File: src/rtl/lfsr_gen_pkg.sv
// Shared definitions for the LFSR generator: input encodings and
// maximal-length feedback masks (bit i set = state[i] feeds the XOR).
package lfsr_gen_pkg;

  typedef enum logic {
    SEL_LOAD = 1'b0,
    SEL_RUN  = 1'b1
  } sel_e;

  typedef enum logic {
    MODE_FREE = 1'b0,
    MODE_STEP = 1'b1
  } mode_e;

  localparam int W_MIN = 3;
  localparam int W_MAX = 32;

  localparam logic [3:0] TAPS_4 = 4'b1100;
  localparam logic [7:0] TAPS_8 = 8'b10111000;

  // Maximal-length tap masks for a left-shifting Fibonacci register.
  function automatic logic [31:0] default_taps(input int w);
    case (w)
      3:       return 32'h0000_0006;
      4:       return 32'h0000_000C;
      5:       return 32'h0000_0014;
      6:       return 32'h0000_0030;
      7:       return 32'h0000_0060;
      8:       return 32'h0000_00B8;
      9:       return 32'h0000_0110;
      10:      return 32'h0000_0240;
      11:      return 32'h0000_0500;
      12:      return 32'h0000_0829;
      13:      return 32'h0000_100D;
      14:      return 32'h0000_2015;
      15:      return 32'h0000_6000;
      16:      return 32'h0000_D008;
      17:      return 32'h0001_2000;
      18:      return 32'h0002_0400;
      19:      return 32'h0004_0023;
      20:      return 32'h0009_0000;
      21:      return 32'h0014_0000;
      22:      return 32'h0030_0000;
      23:      return 32'h0042_0000;
      24:      return 32'h00E1_0000;
      25:      return 32'h0120_0000;
      26:      return 32'h0200_0023;
      27:      return 32'h0400_0013;
      28:      return 32'h0900_0000;
      29:      return 32'h1400_0000;
      30:      return 32'h2000_0029;
      31:      return 32'h4800_0000;
      32:      return 32'h8020_0003;
      default: return 32'h0000_0000;
    endcase
  endfunction

endpackage

File: src/rtl/lfsr_gen_if.sv
// Control and observation bundle between board inputs and the LFSR generator.
interface lfsr_gen_if #(
  parameter int W = 4
);
  logic [W-1:0] seed;
  logic         sel;
  logic         mode;
  logic         step;
  logic [W-1:0] state;
  logic         tick;
  logic         wrap;
  logic         lockup;
  logic [W-1:0] period;

  modport master (
    output seed, sel, mode, step,
    input  state, tick, wrap, lockup, period
  );

  modport slave (
    input  seed, sel, mode, step,
    output state, tick, wrap, lockup, period
  );
endinterface

File: src/rtl/lfsr_gen_tick_div.sv
// Run-mode step divider: pulses tick combinationally on the last of every DIV
// enabled cycles; disabling it returns the count to zero.
module tick_div #(
  parameter int DIV = 50000000
) (
  input  logic clk,
  input  logic rst,
  input  logic en,
  output logic tick
);
  localparam int            DW   = (DIV > 1) ? $clog2(DIV) : 1;
  localparam logic [DW-1:0] LAST = DW'(DIV - 1);

  logic [DW-1:0] cnt_q;

  assign tick = en && (cnt_q == LAST);

  always_ff @(posedge clk or negedge rst) begin
    if (!rst) begin
      cnt_q <= '0;
    end else if (!en || (cnt_q == LAST)) begin
      cnt_q <= '0;
    end else begin
      cnt_q <= cnt_q + 1'b1;
    end
  end
endmodule

File: src/rtl/lfsr_gen.sv
// Fibonacci LFSR with seed load, free-run/single-step advance, zero-seed
// lock-up protection, wrap detection and measured period.
module lfsr_gen
  import lfsr_gen_pkg::*;
#(
  parameter int           W        = 4,
  parameter logic [W-1:0] TAPS     = W'(default_taps(W)),
  parameter int           DIV      = 50000000,
  parameter logic [W-1:0] SEED_RST = '1
) (
  input  logic       clk,
  input  logic       rst,
  lfsr_gen_if.slave  bus
);
  if (W < W_MIN || W > W_MAX) begin : g_bad_width
    $error("lfsr_gen: W must be in 3..32");
  end
  if (TAPS[W-1] != 1'b1) begin : g_bad_taps
    $error("lfsr_gen: TAPS[W-1] must be set");
  end
  if (SEED_RST == '0) begin : g_bad_seed
    $error("lfsr_gen: SEED_RST must be nonzero");
  end
  if (DIV < 1) begin : g_bad_div
    $error("lfsr_gen: DIV must be at least 1");
  end

  logic [W-1:0] state_q, cap_q, count_q, period_q;
  logic         tick_q, wrap_q, lock_q;
  logic         run, div_en, div_tick, adv, fb, seed_zero;
  logic [W-1:0] nxt, load_val;

  assign run       = (sel_e'(bus.sel) == SEL_RUN);
  assign div_en    = run && (mode_e'(bus.mode) == MODE_FREE);
  assign adv       = run && ((mode_e'(bus.mode) == MODE_STEP) ? bus.step : div_tick);
  assign fb        = ^(state_q & TAPS);
  assign nxt       = {state_q[W-2:0], fb};
  assign seed_zero = (bus.seed == '0);
  // A zero seed would freeze the register, so it is replaced by 0..01.
  assign load_val  = seed_zero ? W'(1) : bus.seed;

  tick_div #(.DIV(DIV)) u_div (
    .clk  (clk),
    .rst  (rst),
    .en   (div_en),
    .tick (div_tick)
  );

  always_ff @(posedge clk or negedge rst) begin
    if (!rst) begin
      state_q  <= SEED_RST;
      cap_q    <= SEED_RST;
      count_q  <= '0;
      period_q <= '0;
      tick_q   <= 1'b0;
      wrap_q   <= 1'b0;
      lock_q   <= 1'b0;
    end else if (!run) begin
      state_q <= load_val;
      cap_q   <= load_val;
      lock_q  <= seed_zero;
      count_q <= '0;
      tick_q  <= 1'b0;
      wrap_q  <= 1'b0;
    end else begin
      tick_q <= adv;
      wrap_q <= adv && (nxt == cap_q);
      if (adv) begin
        state_q <= nxt;
        if (nxt == cap_q) begin
          period_q <= count_q + 1'b1;
          count_q  <= '0;
        end else begin
          count_q  <= count_q + 1'b1;
        end
      end
    end
  end

  assign bus.state  = state_q;
  assign bus.tick   = tick_q;
  assign bus.wrap   = wrap_q;
  assign bus.lockup = lock_q;
  assign bus.period = period_q;
endmodule

File: src/flat_wrapper.sv
// flat-port wrapper written by rule: the top's interface ports become plain ports
module lfsr_gen_flat import lfsr_gen_pkg::*;
#(
  parameter int           W        = 4,
  parameter logic [W-1:0] TAPS     = W'(default_taps(W)),
  parameter int           DIV      = 50000000,
  parameter logic [W-1:0] SEED_RST = '1
)
  (clk, rst, bus_seed, bus_sel, bus_mode, bus_step, bus_state, bus_tick, bus_wrap, bus_lockup, bus_period);
  lfsr_gen_if #(.W(W)) bus_i ();
  input  logic clk;
  input  logic rst;
  input wire logic [$bits(bus_i.seed)-1:0] bus_seed;
  input wire logic [$bits(bus_i.sel)-1:0] bus_sel;
  input wire logic [$bits(bus_i.mode)-1:0] bus_mode;
  input wire logic [$bits(bus_i.step)-1:0] bus_step;
  output wire logic [$bits(bus_i.state)-1:0] bus_state;
  output wire logic [$bits(bus_i.tick)-1:0] bus_tick;
  output wire logic [$bits(bus_i.wrap)-1:0] bus_wrap;
  output wire logic [$bits(bus_i.lockup)-1:0] bus_lockup;
  output wire logic [$bits(bus_i.period)-1:0] bus_period;
  assign bus_i.seed = bus_seed;
  assign bus_i.sel = bus_sel;
  assign bus_i.mode = bus_mode;
  assign bus_i.step = bus_step;
  assign bus_state = bus_i.state;
  assign bus_tick = bus_i.tick;
  assign bus_wrap = bus_i.wrap;
  assign bus_lockup = bus_i.lockup;
  assign bus_period = bus_i.period;
  lfsr_gen #(.W(W), .TAPS(TAPS), .DIV(DIV), .SEED_RST(SEED_RST)) u_core (.clk(clk), .rst(rst), .bus(bus_i));
endmodule
File: config.mk
export PLATFORM = sky130hd
export DESIGN_NAME = lfsr_gen_flat
export DESIGN_NICKNAME = d
export VERILOG_FILES = /design/src/rtl/lfsr_gen_pkg.sv /design/src/rtl/lfsr_gen_if.sv /design/src/rtl/lfsr_gen_tick_div.sv /design/src/rtl/lfsr_gen.sv /design/src/flat_wrapper.sv
export SDC_FILE = /design/constraint.sdc
export NUM_CORES = 1
export LEC_CHECK = 0
export BUFFER_PORTS_ARGS = -buffer_cell sky130_fd_sc_hd__buf_2
export CAP_MARGIN = 20
export CELL_PAD_IN_SITES_DETAIL_PLACEMENT = 2
export CELL_PAD_IN_SITES_GLOBAL_PLACEMENT = 2
export CORE_ASPECT_RATIO = 0.7
export CORE_MARGIN = 8
export CORE_UTILIZATION = 43
export CTS_BUF_LIST = sky130_fd_sc_hd__clkbuf_8
export DETAILED_ROUTE_END_ITERATION = 10
export HOLD_SLACK_MARGIN = 0.1
export PLACE_DENSITY = 0.95
export SYNTH_ARGS = -nofsm -noshare
export SYNTH_HDL_FRONTEND = slang
export SYNTH_HIERARCHICAL = 1
export SYNTH_SLANG_ARGS = --single-unit
File: constraint.sdc
create_clock -name clk -period 6.3 [get_ports clk]
set_clock_uncertainty 0.1 [all_clocks]
set_input_delay 0 -clock clk [delete_from_list [all_inputs] [get_ports clk]]
set_output_delay 0 -clock clk [all_outputs]
set_load 0.01 [all_outputs]
* Yosys cells after proc, flatten, opt, wreduce, memory -nomap -nowiden
Index checks and enable logic that the tools add are counted.
Word-level totals: flip-flop bits (word level) 45, bits of input ports 9, output and inout bits 11, logic and storage cells 33
Cells by class: add/sub/neg operators 2, equal/unequal tests 3, multiplexer cells 10, bitwise logic cells 1, reduce and logical (&&, ||, !) cells 9
Operators with widths (number):
- $add 26x1->26 const B | 1
- $eq 26x26->1 const B | 1
- $mux 26 | 1
- $mux 4 | 6
- $add 4x1->4 const B | 1
- $eq 4x4->1 | 1
- $logic_and 1x1->1 | 4
- $logic_not 4->1 | 1
- $reduce_xor 4->1 | 1
- $mux 1 | 3
- $reduce_and 3->1 | 1
- $ne 2x1->1 const B | 1
- $logic_not 1->1 | 1
- $logic_or 1x1->1 | 1
- $not 1->1 | 1

* Logic depth before layout (Yosys ltp)
depth after elaboration 7, depth in mapped cells 10, mapped depth without buffers 9

* By module
The synthesis kept the hierarchy.
By module, submodules not included:
- tick_div | times used 1, cells an instance 152, area an instance 1422.6 um^2, seq. area each 650.6 um^2
- lfsr_gen | times used 1, cells an instance 77, area an instance 925.9 um^2, seq. area each 485.5 um^2

* Least setup slack after synthesis
No wires, ideal clock.
path type register to register, start point reg u_core.u_div.cnt_q[0], end point reg u_core.period_q[1] (netlist: u_core/bus.period[1]), setup time 0.125 ns, data arrival time 2.214 ns, required time 6.075 ns, path slack 3.862 ns, cell stages (with the launch flop) 9, buffers on the path 0, period minus slack after synthesis 2.438 ns, cell sequence dfrtp_1 -> ha_1 -> nand2_1 -> or4_1 -> nor2_1 -> and2_1 -> mux2i_1 -> nor3b_4 -> mux2_2
On the way: cells in the longest elaborated chain, start to end 5
RTL lines:
- start, declared | RTL line lfsr_gen_tick_div.sv:14 | logic [DW-1:0] cnt_q;
- start signal, assigned | RTL line lfsr_gen_tick_div.sv:24 | cnt_q <= cnt_q + 1'b1;
- $eq 26x26->1 | RTL line lfsr_gen_tick_div.sv:16 | assign tick = en && (cnt_q == LAST);
- $logic_and 1x1->1 | RTL line lfsr_gen_tick_div.sv:16
- net u_core.div_tick | RTL line lfsr_gen.sv:30 | logic run, div_en, div_tick, adv, fb, seed_zero;
- $mux 1 | RTL line lfsr_gen.sv:35 | assign adv = run && ((mode_e'(bus.mode) == MODE_STEP) ? bus.step : div_tick);
- $logic_and 1x1->1 | RTL line lfsr_gen.sv:35
- $reduce_and 3->1 (no source line)
- end signal, assigned | RTL line lfsr_gen.sv:71 | period_q <= count_q + 1'b1;
- end, declared | RTL line lfsr_gen.sv:28 | logic [W-1:0] state_q, cap_q, count_q, period_q;
The timed path passes the listed nets, and every way through them passes these cells. A chain may end at the register's enable or synchronous reset.

* Worst setup path in the final report
Same ends and word-level chain as after synthesis.

==> results.ini <==
[route]
wl_per_cell_um=23.0
drt_iter0_drc=103
drt_wl_total_mm=7.60
viasPerCell=6.02
vias=1988
final_antenna_net_count=0
first_pass_iters=6
route.detailed.drc=0

[critical_path]
cp-end-kind=register
worstReg2RegEnd=u_core/bus.period[1]
r2r_start=u_core/u_div/cnt_q[0]
arrival_ns=3.17
r2r_setup_slack_ns=3.23
reg2reg_depth=9
crit_type=reg -> reg
cp.required_ns=6.39
cp_max_fo=14
startpoint_type=register

[placed_design]
dp_hpwl_mm=4.98
port-buffer-count=19
gp_congestion=0.759

[pwr]
power_density_nw_per_um2=208
p_clk_share_pct=33.2
comb_power_share_pct=11.1
p_int_w=0.000416
pwr-share-seq_pct=55.7
p_leak_nw=1.10
p_sw_w=0.000145
max-vdd-ir-drop_mv=0.100
switching_share_pct=25.9
totalPowerFinal_w=0.000562

[clocking]
cts_setup_buffers=0
cts_buffers=5
cts_buffer_depth=2
cts_tree=built
clk_latency_ns=0.30
cts.clk_slew.worst_paths_ns=0.09
htree_num_levels=2
cts.sinks=45
clock-root-buffer=clkbuf_8
cts-resized-gates=0

[synthesis]
ys_async_sr_fraction_pct=100
netlist_area_um2=2350
ys.flop_type=dfrtp_1
ys_warn_count=6
synth_nets=241
synth_cell_types=39
ys_seq_area_share_pct=48.4
synth_area_per_cell_um2=10.3
synth_edf_count=0
netlist_instances=229
ys_ff_latch=45

[floorplan]
coreArea_um2=5260
std_cell_rows=22
dieWidth_um=104
io_pins=20
dieArea_um2=8120
start_util_pct=44.7
fp.dieH_um=77.8

[global_route]
use_met3_pct=3.05
grt_pass1_wl_mm=12.0
grt.busiest_layer=met2
use_met1_pct=23.6
antenna_found_initial=0
met2_usage_pct=31.3
grt_pass1_vias=2162
grt.overflow.total=0
track_usage_pct=18.4
grt_start_max_net_pins=46

[layout]
drive_above_1_share_pct=19.0
utilization_pct=51.3
final_cell_mix=37 x dfrtp_1, 20 x nor2_1, 19 x buf_2
antenna_cells=0
final_common_cell=dfrtp_1
syn2layout_area_growth_pct=14.8
nets=269

[timing]
whs_ns=0.154
rsz0062_at_grt=no
fmax_ghz=0.325
final-hold-violation-count=0
fin_crit_sh_pct=48.8
fin_crit_ns=3.07
fin_setup_tns_ns=0
slew_violations=0
slew_headroom_pct=54.8
setup_viol=0
worst_pin_slew_ns=0.676

[run_status]
status=finished, final reports clean

[worst_hold_path]
worstHoldStart=bus_step
hold_end=u_core/count_q[2]
worstHoldPathType=in -> reg
hold_depth=5

[flow_run]
cap_violations=0

==> how the worst max path moves through the flow <==
stage,from,end
global placement,u_core/u_div/cnt_q[0],u_core/bus.period[2]
detailed placement,u_core/u_div/cnt_q[0],u_core/bus.period[1]
finish,u_core/u_div/cnt_q[0],u_core/bus.period[1]
CTS,u_core/u_div/cnt_q[0],u_core/bus.period[1]
floorplan,u_core/u_div/cnt_q[0],u_core/bus.period[1]
global route,u_core/u_div/cnt_q[0],u_core/bus.period[1]
==> cells by family after synthesis <==
family                     after synthesis  synth area share (%)
xor gates and xnor gates                18                  7.30
buffers and inverters                   14                  2.77
and+or+nand+nor                        100                  24.8
AOI/OAI and AO/OA                       37                  9.75
DFF                                     45                  48.4
adders and majority gates                3                  1.60
muxes                                   12                  5.43
==> synthesized netlist by cell type, types with 8 or more instances <==
master	count	area share (%)
nand3_1	14	3.0
dfstp_2	8	9.0
dfrtp_1	37	39
nand2_1	15	2.4
nor2_1	20	3.2
nand4_1	8	2.1
a21oi_1	16	3.4
or4_1	10	3.2
o31ai_1	9	2.9
xnor2_1	12	4.5
==> repair_timing <==
item                                    4_1_cts  5_1_grt
hold buffers                                  7        1
endpoints found under the setup margin        0        0
endpoints found under the hold margin        54        6
==> power by group through the flow <==
stage	registers, W	logic [W]	clock network [W]
6_report	0.000313	0.0000626	0.000186
5_1_grt	0.000314	0.0000678	0.000201
4_1_cts	0.000313	0.0000601	0.000191
3_5_place_dp	0.000318	0.0000559	0
3_3_place_gp	0.000317	0.0000521	0
2_1_floorplan	0.000317	0.0000319	0
==> critical path, cell delays in order (launching register included) <==
cell and delay (ns):
dfrtp_1 0.53, ha_1 0.37, nand2_1 0.14, or4_1 0.48, nor2_1 0.19, and2_1 0.16, mux2i_1 0.09, buf_4 0.21
nor3b_4 0.32, mux2_2 0.38
==> metrics by stage <==
step / instance area, um^2 / worst slack, ns / instances
after floorplan: 2350 / 3.86 / 229
after global placement: 2490 / 3.62 / 312
after detailed placement: 2490 / 3.30 / 312
after CTS: 2660 / 3.28 / 327
after global routing: 2700 / 3.07 / 330
final: 2700 / 3.23 / 330
==> final cells by class <==
| cell class | count | area [um^2] |
|---|---|---|
| Fill cell | 550 | 2560 |
| Multi-Input combinational cell | 170 | 1150 |
| Sequential cell | 45 | 1140 |
| Timing Repair Buffer | 30 | 214 |
| Tap cell | 72 | 90.1 |
| Clock buffer | 6 | 82.6 |
| Inverter | 5 | 18.8 |
| Clock inverter | 2 | 7.51 |
==> registers in the layout, indices dropped and copies added (netlist names) <==
| register | flops |
|---|---|
| u_core/cap_q | 4 |
| u_core/count_q | 4 |
| u_core/bus.state | 4 |
| u_core/bus.wrap | 1 |
| u_core/bus.period | 4 |
| u_core/u_div/cnt_q | 26 |
| u_core/bus.lockup | 1 |
| u_core/bus.tick | 1 |
==> routing by layer <==
metal | up-vias | wire [um] | part of all wire, %
met5 | - | 0 | 0
met4 | 0 | 125 | 1.6
met3 | 13 | 283 | 3.7
met2 | 45 | 3760 | 49
met1 | 1037 | 3430 | 45
li1 | 893 | - | -
Note: power is estimated with default switching activity, not from simulation.
